## src/rtl/alu_pkg.sv

```systemverilog
// Shared ALU definitions: control encodings, flag positions, mul/div opcodes
// and the sequencer state encoding.
package alu_pkg;

    localparam logic [3:0] ALU_ADD = 4'b0000;
    localparam logic [3:0] ALU_SUB = 4'b0001;
    localparam logic [3:0] ALU_AND = 4'b0010;
    localparam logic [3:0] ALU_OR  = 4'b0011;

    localparam int FLAG_N = 3;
    localparam int FLAG_Z = 2;
    localparam int FLAG_C = 1;
    localparam int FLAG_V = 0;

    typedef enum logic [1:0] {
        MD_MUL   = 2'b00,
        MD_MULHU = 2'b01,
        MD_DIVU  = 2'b10,
        MD_REMU  = 2'b11
    } md_op_e;

    typedef enum logic [1:0] {
        ST_IDLE = 2'b00,
        ST_RUN  = 2'b01,
        ST_DONE = 2'b10
    } md_state_e;

endpackage

```

## src/rtl/md_iter_step.sv

```systemverilog
// One shift-add multiply or restoring-divide iteration: picks the ALU operands
// and folds the ALU result back into the accumulator/shift registers.
module md_iter_step #(
    parameter int XLEN = 32
) (
    input  logic            is_div_i,
    input  logic [XLEN-1:0] acc_i,
    input  logic [XLEN-1:0] lo_i,
    input  logic [XLEN-1:0] opb_i,
    input  logic [XLEN-1:0] alu_result_i,
    input  logic            alu_carry_i,
    output logic [3:0]      alu_ctrl_o,
    output logic [XLEN-1:0] op1_o,
    output logic [XLEN-1:0] op2_o,
    output logic [XLEN-1:0] acc_next_o,
    output logic [XLEN-1:0] lo_next_o
);
    import alu_pkg::*;

    logic [XLEN-1:0] shifted_s;
    logic            take_s;

    // Operand select and next register values for the current iteration
    always_comb begin
        shifted_s  = {acc_i[XLEN-2:0], lo_i[XLEN-1]};
        // The bit shifted out of rem means the true value exceeds any divisor
        take_s     = acc_i[XLEN-1] | ~alu_carry_i;
        alu_ctrl_o = ALU_ADD;
        op1_o      = acc_i;
        op2_o      = {XLEN{1'b0}};
        acc_next_o = acc_i;
        lo_next_o  = lo_i;
        if (is_div_i) begin
            alu_ctrl_o = ALU_SUB;
            op1_o      = shifted_s;
            op2_o      = opb_i;
            acc_next_o = take_s ? alu_result_i : shifted_s;
            lo_next_o  = {lo_i[XLEN-2:0], take_s};
        end else begin
            alu_ctrl_o = ALU_ADD;
            op1_o      = acc_i;
            op2_o      = lo_i[0] ? opb_i : {XLEN{1'b0}};
            acc_next_o = {alu_carry_i, alu_result_i[XLEN-1:1]};
            lo_next_o  = {alu_result_i[0], lo_i[XLEN-1:1]};
        end
    end

endmodule

```

## src/rtl/alu_muldiv_seq.sv

```systemverilog
// Multi-cycle unsigned mul/div sequencer that borrows the execute-stage ALU,
// one add/sub per cycle, stalling the pipeline until its result is ready.
module alu_muldiv_seq #(
    parameter int XLEN   = 32,
    parameter int ITER   = XLEN,
    parameter int FLAG_C = alu_pkg::FLAG_C
) (
    input  logic            clk,
    input  logic            reset,
    input  logic            StartE,
    input  logic [1:0]      MdOpE,
    input  logic [XLEN-1:0] SrcAE,
    input  logic [XLEN-1:0] SrcBE,
    input  logic            FlushE,
    output logic            BusyE,
    output logic            DoneE,
    output logic [XLEN-1:0] MdResultE,
    output logic            MdOwnsALU,
    output logic [3:0]      MdALUControl,
    output logic [XLEN-1:0] MdOp1,
    output logic [XLEN-1:0] MdOp2,
    input  logic [XLEN-1:0] ALUResultIn,
    input  logic [3:0]      ALUFlagsIn
);
    import alu_pkg::*;

    localparam int CW = (ITER > 1) ? $clog2(ITER) : 1;

    md_state_e       state_q, state_d;
    md_op_e          op_q, op_d;
    logic [CW-1:0]   cnt_q, cnt_d;
    logic [XLEN-1:0] acc_q, acc_d;
    logic [XLEN-1:0] lo_q, lo_d;
    logic [XLEN-1:0] opb_q, opb_d;
    logic [XLEN-1:0] result_q, result_d;

    logic            is_div_s;
    logic [3:0]      step_ctrl_s;
    logic [XLEN-1:0] step_op1_s, step_op2_s, step_acc_s, step_lo_s;
    logic [XLEN-1:0] final_s;
    logic            unused_flags_s;

    assign is_div_s       = (op_q == MD_DIVU) || (op_q == MD_REMU);
    assign unused_flags_s = ^ALUFlagsIn;

    md_iter_step #(.XLEN(XLEN)) u_step (
        .is_div_i     (is_div_s),
        .acc_i        (acc_q),
        .lo_i         (lo_q),
        .opb_i        (opb_q),
        .alu_result_i (ALUResultIn),
        .alu_carry_i  (ALUFlagsIn[FLAG_C]),
        .alu_ctrl_o   (step_ctrl_s),
        .op1_o        (step_op1_s),
        .op2_o        (step_op2_s),
        .acc_next_o   (step_acc_s),
        .lo_next_o    (step_lo_s)
    );

    // Final result selection: lo/quo share one register, hi/rem the other
    always_comb begin
        case (op_q)
            MD_MUL:   final_s = lo_q;
            MD_MULHU: final_s = acc_q;
            MD_DIVU:  final_s = lo_q;
            MD_REMU:  final_s = acc_q;
            default:  final_s = {XLEN{1'b0}};
        endcase
    end

    // State, datapath and output control
    always_comb begin
        state_d      = state_q;
        op_d         = op_q;
        cnt_d        = cnt_q;
        acc_d        = acc_q;
        lo_d         = lo_q;
        opb_d        = opb_q;
        result_d     = result_q;
        BusyE        = 1'b0;
        DoneE        = 1'b0;
        MdOwnsALU    = 1'b0;
        MdResultE    = result_q;
        case (state_q)
            ST_IDLE: begin
                BusyE = StartE;
                if (FlushE) begin
                    state_d = ST_IDLE;
                end else if (StartE) begin
                    op_d    = md_op_e'(MdOpE);
                    acc_d   = {XLEN{1'b0}};
                    lo_d    = SrcAE;
                    opb_d   = SrcBE;
                    cnt_d   = CW'(ITER - 1);
                    state_d = ST_RUN;
                end else begin
                    state_d = ST_IDLE;
                end
            end
            ST_RUN: begin
                BusyE     = 1'b1;
                MdOwnsALU = 1'b1;
                if (FlushE) begin
                    state_d = ST_IDLE;
                end else begin
                    acc_d   = step_acc_s;
                    lo_d    = step_lo_s;
                    cnt_d   = cnt_q - CW'(1);
                    state_d = (cnt_q == {CW{1'b0}}) ? ST_DONE : ST_RUN;
                end
            end
            ST_DONE: begin
                state_d = ST_IDLE;
                if (FlushE) begin
                    DoneE = 1'b0;
                end else begin
                    DoneE     = 1'b1;
                    result_d  = final_s;
                    MdResultE = final_s;
                end
            end
            default: begin
                state_d = ST_IDLE;
            end
        endcase
        MdALUControl = MdOwnsALU ? step_ctrl_s : 4'b0000;
        MdOp1        = MdOwnsALU ? step_op1_s : {XLEN{1'b0}};
        MdOp2        = MdOwnsALU ? step_op2_s : {XLEN{1'b0}};
    end

    // State and datapath registers
    always_ff @(posedge clk or posedge reset) begin
        if (reset) begin
            state_q  <= ST_IDLE;
            op_q     <= MD_MUL;
            cnt_q    <= {CW{1'b0}};
            acc_q    <= {XLEN{1'b0}};
            lo_q     <= {XLEN{1'b0}};
            opb_q    <= {XLEN{1'b0}};
            result_q <= {XLEN{1'b0}};
        end else begin
            state_q  <= state_d;
            op_q     <= op_d;
            cnt_q    <= cnt_d;
            acc_q    <= acc_d;
            lo_q     <= lo_d;
            opb_q    <= opb_d;
            result_q <= result_d;
        end
    end

endmodule

```

## config.mk

```make
export PLATFORM = sky130hd
export DESIGN_NAME = alu_muldiv_seq
export DESIGN_NICKNAME = d
export VERILOG_FILES = /design/src/rtl/alu_pkg.sv /design/src/rtl/md_iter_step.sv /design/src/rtl/alu_muldiv_seq.sv
export SDC_FILE = /design/constraint.sdc
export NUM_CORES = 1
export LEC_CHECK = 0
export ABC_CLOCK_PERIOD_IN_PS = 6500
export CORE_AREA = 10 10 141 156
export CTS_CLUSTER_DIAMETER = 200
export DETAILED_ROUTE_END_ITERATION = 16
export DIE_AREA = 0 0 151 166
export GPL_TIMING_DRIVEN = 1
export PLACE_DENSITY = 0.73
export SETUP_SLACK_MARGIN = 0.1
export SKIP_CTS_REPAIR_TIMING = 1
export SLEW_MARGIN = 5
export SYNTH_ARGS = -nofsm -noshare
export SYNTH_HDL_FRONTEND = slang
export SYNTH_SLANG_ARGS = --single-unit
```

## constraint.sdc

```tcl
create_clock -name clk -period 6.5 [get_ports clk]
set_clock_uncertainty 0.2 [all_clocks]
set_input_delay 1.3 -clock clk [delete_from_list [all_inputs] [get_ports clk]]
set_output_delay 1.3 -clock clk [all_outputs]
set_load 0.1 [all_outputs]
```

==> run_results.csv <==
group,metric,value,unit
global_route,antenna_found_initial,1,
synthesis,synth_cell_type_count,38,
worst_setup_path,worst-setup-path-type,"in2out",
final_layout,antenna_cells,0,
final_layout,area_growth,35.3,%
power_and_ir_drop,p_int,2.02,mW
route,routed_via_density,5.39,
global_route,overflow,0,
power_and_ir_drop,p_per_area,324,nW/um^2
final_layout,drive_gt1_share,16.2,%
floorplanning,rows,53,
synthesis,synth_seq_cells,137,
synthesis,avgSynthCellArea,10.5,um^2
route,vias,6087,
sta,tightestPinTransition,1.05,ns
power_and_ir_drop,vdd_drop_max,0.185,mV
global_route,grt_util_all_layers,17.6,%
placement,place_area,9360,um^2
sta,holdWs,0.276,ns
worst_setup_path,worst_setup_path_end_kind,"output pin",
sta,slew_headroom,29.7,%
clock_network,clock-root-buffer,"clkbuf_16",
final_layout,nets,977,
run_status,run_status,"finished, final reports clean",
final_layout,n_fill_cell,1699,
final_layout,final_common_cell,"clkdlybuf4s50_1",
placement,dp_hpwl,15.4,mm
synthesis,synth_cells,700,
clock_network,clock-sinks,137,
synthesis,synth_warnings,0,
final_layout,final-instance-count-excl-fill,1130,
placement,dpl.cell_count,1098,
clock_network,numCtsBuffers,17,
worst_hold_path,hp-class,"reg2reg",
final_layout,final_cell_mix,"clkdlybuf4s50_1, dfrtp_1, nor2_1",
placement,routabilityCongestion,0.770,
placement,portBuffers,202,
final_layout,final_util,53.0,%
worst_setup_path,crit_required,5.00,ns
worst_setup_path,cp.arrival,3.21,ns
floorplanning,die_w,151,um
worst_setup_path,cp_max_fo,4,
floorplanning,die_h,166,um
synthesis,synth_edf_count,0,
floorplanning,ios,209,
clock_network,clock_latency,0.42,ns
sta,setup_violations,0,
placement,dpl_worst_slack,1.79,ns
worst_setup_path,cp-start-kind,"input port",
power_and_ir_drop,p_sw,1.22,mW
floorplanning,initial_core_util,39.2,%
route,wl,22.6,mm
sta,max_freq,0.212,GHz
synthesis,synthArstFlopShare,100,%
floorplanning,core,18800,um^2
route,dr.pass1.iters,7,
global_route,grt_pass1_wl,35.3,mm
power_and_ir_drop,p_seq_share,36.7,%
clock_network,cts.path.max_buffers,2,
global_route,grt_max_degree,90,
power_and_ir_drop,pwr-share-comb,31.6,%
sta,slew_violations,0,
sta,rsz0062_at_grt,"no",
route,routedWlPerCell,20.0,um
sta,finalSetupTns,0,ns
route,ant_nets,0,
synthesis,dominantRegCellSynth,"dfrtp_1",
synthesis,synth_seq_area_share,46.5,%
clock_network,cts_tree,"yes",
job,cap_violations,0,
clock_network,cts.clk_slew.worst_paths,0.06,ns
sta,finalCriticalPeriod,4.71,ns
power_and_ir_drop,sw_frac_of_total,37.7,%
sta,setup_slack,1.79,ns
power_and_ir_drop,p_leak,4.41,nW
sta,min_period_over_period,72.4,%
synthesis,netlist_area,7380,um^2
floorplanning,die-area,25100,um^2
clock_network,cts_htree_levels,4,
global_route,grt_pass1_vias,6097,
power_and_ir_drop,clkPwrFrac,31.7,%
route,first_iter_violations,328,
route,drcViolationCount,0,
final_layout,final_area,9980,um^2
power_and_ir_drop,power.total,3.24,mW
sta,finalHoldViolations,0,
[power by group through the flow]
stage / clock, mW / combinational, mW / sequential [mW]
CTS: 1.05 / 1.03 / 1.19
global route: 1.08 / 1.09 / 1.21
floorplan: 0 / 0.840 / 1.10
detailed placement: 0 / 1.03 / 1.20
global placement: 0 / 1.02 / 1.20
finish: 1.03 / 1.02 / 1.19
[worst max-delay path, stage by stage]
cell	delay (ns)
clkdlybuf4s50_1	0.50
nor2_1	0.09
nor2_1	0.14
clkdlybuf4s50_1	1.17
[synth_stat cells (all sizes together) (3+ instances only)]
library cell / n / area [um^2]
mux2: 33 / 372
and2: 33 / 206
dfrtp: 137 / 3430
nand2b: 3 / 18.8
a221o: 31 / 310
a211oi: 31 / 233
o21ai: 36 / 180
inv: 5 / 18.8
a21oi: 36 / 180
o2bb2ai: 31 / 272
and3b: 31 / 272
buf: 36 / 216
clkbuf: 31 / 116
nor2: 103 / 389
mux2i: 96 / 961
or2: 3 / 18.8
nand2: 4 / 15.0
[logic make-up after synthesis]
group	count (synthesis)	synth area share [%]
AOI/OAI and AO/OA	173	16.9
DFF	137	46.5
other	1	0.0508
muxes	129	18.1
buffers and inverters	73	4.82
and+or+nand+nor	186	13.6
adders and majority gates	1	0.170
[cell type report]
class | count | area, um^2 | area share, %
flip-flops and latches | 137 | 3430 | 34.4
repair buffers | 216 | 1980 | 19.8
clock buffers | 20 | 457 | 4.58
inverters | 6 | 27.5 | 0.276
clock inverters | 12 | 165 | 1.65
multi-input cells | 492 | 3610 | 36.2
well taps | 247 | 309 | 3.10
[per-layer routing]
layer	track usage (%)	up-vias	part of all wire (%)
met5	0	-	0.040
met4	5.19	2	1.3
met2	28.6	160	50
met3	3.90	20	5.8
met1	22.8	3016	43
li1	-	2889	-
[worst paths after layout]
path	slack (ns)	to	from	depth (start not counted)
max	1.79	BusyE	StartE	4
min	0.28	opb_q[27]	opb_q[27]	1
max reg2reg	4.05	acc_q[31]	op_q[1]	5
min reg2reg	0.28	opb_q[27]	opb_q[27]	1
max in group asynchronous	3.69	op_q[0]	reset	3
min in group asynchronous	1.19	opb_q[29]	reset	2
[sequential cells by signal (all words and copies together), names as in the netlist]
name	count
cnt_q	5
acc_q	32
opb_q	32
state_q	2
lo_q	32
result_q	32
op_q	2
No activity file was read; power rests on OpenSTA's default activity.
==> RTL change 1 (same settings) <==
Register the output `DoneE`, with the module's reset; this adds one clock of latency there. The other outputs are not delayed to match.
--- a/src/rtl/alu_muldiv_seq.sv
+++ b/src/rtl/alu_muldiv_seq.sv
@@ -25,6 +25,8 @@
     import alu_pkg::*;
 
     localparam int CW = (ITER > 1) ? $clog2(ITER) : 1;
+
+    logic DoneE_d;
 
     md_state_e       state_q, state_d;
     md_op_e          op_q, op_d;
@@ -78,7 +80,7 @@
         opb_d        = opb_q;
         result_d     = result_q;
         BusyE        = 1'b0;
-        DoneE        = 1'b0;
+        DoneE_d      = 1'b0;
         MdOwnsALU    = 1'b0;
         MdResultE    = result_q;
         case (state_q)
@@ -112,9 +114,9 @@
             ST_DONE: begin
                 state_d = ST_IDLE;
                 if (FlushE) begin
-                    DoneE = 1'b0;
+                    DoneE_d = 1'b0;
                 end else begin
-                    DoneE     = 1'b1;
+                    DoneE_d   = 1'b1;
                     result_d  = final_s;
                     MdResultE = final_s;
                 end
@@ -149,5 +151,13 @@
         end
     end
 
+    always_ff @(posedge clk or posedge reset) begin
+        if (reset) begin
+            DoneE <= '0;
+        end else begin
+            DoneE <= DoneE_d;
+        end
+    end
+
 endmodule
 
Formal check against the unedited RTL: same outputs for any inputs over 4 cycles, from zero or initial values and one cycle with reset high; that may be too few to reach the edited logic, so the function may still have changed.
==> RTL change 1 against the original RTL <==
Hold slack gained 0.0028 ns; synthesized cell count grew 0.14%; die area unchanged; sequential cell count increased by 1; total power down 1.8%; worst setup slack worse by 0.19 ns; non-clock buffer count shrank 1; routed wire length decreased by 0.42%; largest cell class unchanged; synthesized area up 0.34%; cell area shrank 0.20%.
==> RTL change 1: results (changes against the original RTL) <==
- Peak VDD IR: 0.237 mV (+28%)
- Initial DRC Count: 431 (+31%)
- Hold crit path type: flip-flop to flip-flop
- R2R Path End: lo_q[9]
- Commonest cells in the netlist: 138 x dfrtp_1, 102 x nor2_1, 96 x mux2i_1
- Hold wc startpoint: opb_q[22]
- Vias: 6,086 (-0.016%)
- Clock Pin Slew Worst Setup and Hold Paths: 0.05 ns
- I/O Buffers: 202 (unchanged)
- R2R Setup Slk: 4.08 ns (+0.03 ns)
- Worst EP arrival: 3.40 ns (+0.19 ns)
- Vias in the first global route: 6,181 (+1.4%)
- Cell Area, Placed: 9380 sq um (+0.21%)
- Highest routed metal layer: met4
- Lkg Pwr: 4.40 nW (about the same)
- Routing usage on met1: 22.7% (-0.13 points)
- Cts bufs inserted: 17 (unchanged)
- Yosys Warn Count: 0 (unchanged)
- Clk root buf: clkbuf_16
- Routing usage on met3: 4.74% (+0.84 points)
- Register area share after synthesis: 46.7% (+0.18 points)
- First drt pass iteration count: 5 (-2)
- M1 wire length: 9590 microns (-0.71%)
- Post-synth ARST share: 100% (unchanged)
- # diodes: 0 (unchanged)
- # nets final: 977 (unchanged)
- Crit path capture: MdResultE[0]
- End of the worst hold path: opb_q[22]
- CP Max Fanout: 65 (+61)
- Gpl congestion: 0.773 (+0.36%)
- Internal power: 1.97 mW (-2.3%)
- Initial antenna violation count: 0 (-1)
- GRT Overall Usage: 17.7% (+0.11 points)
- Longest Clk Path Bufs: 2 (unchanged)
- Global-route wire length before repair: 35,700 microns (+1.2%)
- Met2 WL: 11,400 microns (+0.26%)
- Hold depth: 1 (unchanged)
- Sw Share: 38.0% (+0.35 points)
- Maxcap violations: 0 (unchanged)
- Share of layout cells above drive strength 1: 16.0% (-0.21 points)
- Outcome: completed
- Hpwl dp: 15,600 microns (+1.4%)
- Slowest cell on the critical path: clkdlybuf4s50_1
- Synth area leaders: dfrtp_1 47%, mux2i_1 13%, nor2_1 5.2%, a221o_1 4.2%, and3b_1 3.7%
- P_clk: 0.963 mW (-7%)
- Worst reg2reg path depth: 4 (-1)
- RR Startpoint: state_q[1]
- DR WL met3: 1370 microns (+3.9%)
- Critical path origin: FlushE
- H-tree Lvls: 4 (unchanged)
- DR WL/cell: 20.0 microns (-0.33%)
- Largest net degree at the start of global routing: 105 (+17%)
- Normalized max-slew margin: 30.0% (+0.33 points)
- Seq pwr share: 37.2% (+0.5 points)
- Met2 Use GR: 29.1% (+0.48 points)
- Fin Hold WS: 0.279 ns (+0.00276 ns)
- Max incr delay on CP: 0.57 ns (-0.60 ns)
- Latest clock arrival within the worst-skew pair: 0.42 ns (about the same)
RTL change 1: metrics by stage:
stage / std cells / worst slack, ns
finish: 1129 / 1.60
global route: 1129 / 1.47
CTS: 1129 / 1.62
detailed placement: 1098 / 1.63
global placement: 1098 / 1.69
floorplan: 703 / 1.30
RTL change 1: area by class of cell:
| cell class | instances | area (sq um) |
|---|---|---|
| Clock inverter | 13 | 143 |
| Sequential cell | 138 | 3460 |
| Tap cell | 247 | 309 |
| Fill cell | 1702 | 8870 |
| Clock buffer | 18 | 439 |
| Inverter | 6 | 27.5 |
| Multi-Input combinational cell | 492 | 3610 |
| Timing Repair Buffer | 215 | 1970 |
RTL change 1: cell families after synthesis:
family                     synth area share, %
and+or+nand+nor                           13.5
DFF                                       46.7
buffers and inverters                     4.80
muxes                                     18.0
AOI/OAI and AO/OA                         16.8
adders and majority gates                0.169
other                                   0.0507
==> RTL change 2 (same flow settings) <==
Without the edit above. `XLEN` is set to 32 in 2 places; all go to 16.
--- a/src/rtl/md_iter_step.sv
+++ b/src/rtl/md_iter_step.sv
@@ -1,7 +1,7 @@
 // One shift-add multiply or restoring-divide iteration: picks the ALU operands
 // and folds the ALU result back into the accumulator/shift registers.
 module md_iter_step #(
-    parameter int XLEN = 32
+    parameter int XLEN = 16
 ) (
     input  logic            is_div_i,
     input  logic [XLEN-1:0] acc_i,
--- a/src/rtl/alu_muldiv_seq.sv
+++ b/src/rtl/alu_muldiv_seq.sv
@@ -1,7 +1,7 @@
 // Multi-cycle unsigned mul/div sequencer that borrows the execute-stage ALU,
 // one add/sub per cycle, stalling the pipeline until its result is ready.
 module alu_muldiv_seq #(
-    parameter int XLEN   = 32,
+    parameter int XLEN   = 16,
     parameter int ITER   = XLEN,
     parameter int FLAG_C = alu_pkg::FLAG_C
 ) (
Interface: changed (6 resized); port bits go from 209 to 113. The function was not compared with the original's and may differ.
==> RTL change 2 against the original RTL <==
Synthesized area fell by 44%; sequential cell count fell by 65; routed wire length fell by 42%; hold slack improved by 0.022 ns; first-iteration DRC count rose by 5.2%; cell area fell by 44%; worst setup slack got worse by 0.13 ns; total power fell by 46%; via count fell by 43%; sequential share of layout area fell by 2.2 points; combinational power fell by 42%; critical path depth rose by 1.
==> RTL change 2: results (changes against the original RTL) <==
- Outcome: completed
- Register area share after synthesis: 43.5% (-3.0 points)
- Synth area leaders: dfrtp_1 43%, mux2i_1 7.7%, mux2_2 4.9%, nor2_1 4.7%, a32o_1 3.9%
- I/O Buffers: 106 (-48%)
- Synth cell types: 44 (+16%)
- Fin Hold WS: 0.299 ns (+0.0221 ns)
- End of the worst hold path: opb_q[13]
- Multi-input gate area: 2040 sq um (-44%)
- H-tree Lvls: 3 (-1)
- Gpl congestion: 0.768 (-0.26%)
- Hold wc startpoint: opb_q[13]
- Latest clock arrival within the worst-skew pair: 0.34 ns (-0.08 ns)
- Yosys Warn Count: 0 (unchanged)
- # diodes: 0 (unchanged)
- Cts bufs inserted: 9 (-8)
- Hpwl dp: 9690 microns (-37%)
- Cell Area, Placed: 5290 sq um (-44%)
- First drt pass iteration count: 4 (-3)
- Worst EP arrival: 3.34 ns (+0.13 ns)
- RR Startpoint: acc_q[15]
- Max incr delay on CP: 1.15 ns (-0.02 ns)
- Largest net degree at the start of global routing: 63 (-30%)
- Normalized max-slew margin: 9.66% (-20 points)
- Lkg Pwr: 2.30 nW (-48%)
- DR WL/cell: 17.4 microns (-13%)
- DP Worst Slack: 1.79 ns (-0.00289 ns)
- GRT Overall Usage: 10.3% (-7.3 points)
- # nets final: 563 (-42%)
- Fillers: 1,981 (+17%)
- R2R Setup Slk: 4.01 ns (-0.04 ns)
- Post-Syn Instances: 419 (-40%)
- Worst reg2reg path depth: 3 (-2)
- R2R Path End: acc_q[0]
- Placed cell count: 740 (-33%)
- Via/cell ratio: 4.60 (-15%)
- Share of layout cells above drive strength 1: 16.1% (-0.085 points)
- Peak VDD IR: 0.153 mV (-18%)
- Initial DRC Count: 345 (+5.2%)
- Global-route wire length before repair: 20,000 microns (-43%)
- Commonest cells in the netlist: 72 x dfrtp_1, 52 x nor2_1, 32 x mux2i_1
- CP Max Fanout: 22 (+18)
- Non-Filler Instances: 756 (-33%)
[RTL change 2: area by class of cell]
cell class / count / area share, %
Tap cell: 247 / 5.53
Timing Repair Buffer: 112 / 19.0
Clock inverter: 7 / 1.43
Multi-Input combinational cell: 290 / 36.4
Clock buffer: 9 / 4.03
Inverter: 19 / 1.32
Sequential cell: 72 / 32.2
[RTL change 2: report_power, final]
| part | switching (mW) | internal (mW) | leakage (nW) | total [mW] |
|---|---|---|---|---|
| clock network | 0.210 | 0.301 | 0.136 | 0.511 |
| registers | 0.119 | 0.524 | 0.904 | 0.643 |
| logic | 0.368 | 0.226 | 1.26 | 0.594 |
[RTL change 2: cell families after synthesis]
family | Yosys count | synth area share (%)
simple gates | 133 | 18.3
flops | 72 | 43.5
buf+inv | 59 | 7.52
other cells | 1 | 0.0905
mux | 50 | 12.6
fa+ha+maj | 1 | 0.302
compound gates | 103 | 17.7
[RTL change 2: worst max path at each step]
stage | start | endpoint | slack (ns) | depth (start not counted)
final | state_q[0] | MdOp2[5] | 1.66 | 5
after CTS | state_q[0] | MdOp2[5] | 1.62 | 5
after floorplan | FlushE | MdResultE[10] | 1.70 | 4
after global routing | state_q[0] | MdOp2[3] | 1.43 | 5
after detailed placement | StartE | BusyE | 1.79 | 4
after global placement | StartE | BusyE | 1.80 | 4
[RTL change 2: routing by layer]
metal | global-route usage, % | vias to the layer above | routed length (microns) | part of all wire (%)
li1 | - | 1651 | - | -
met1 | 12.9 | 1666 | 5520 | 42
met2 | 14.8 | 139 | 5850 | 44
met3 | 4.63 | 24 | 1450 | 11
met4 | 4.48 | 0 | 371 | 2.8
met5 | 0 | - | 0 | 0
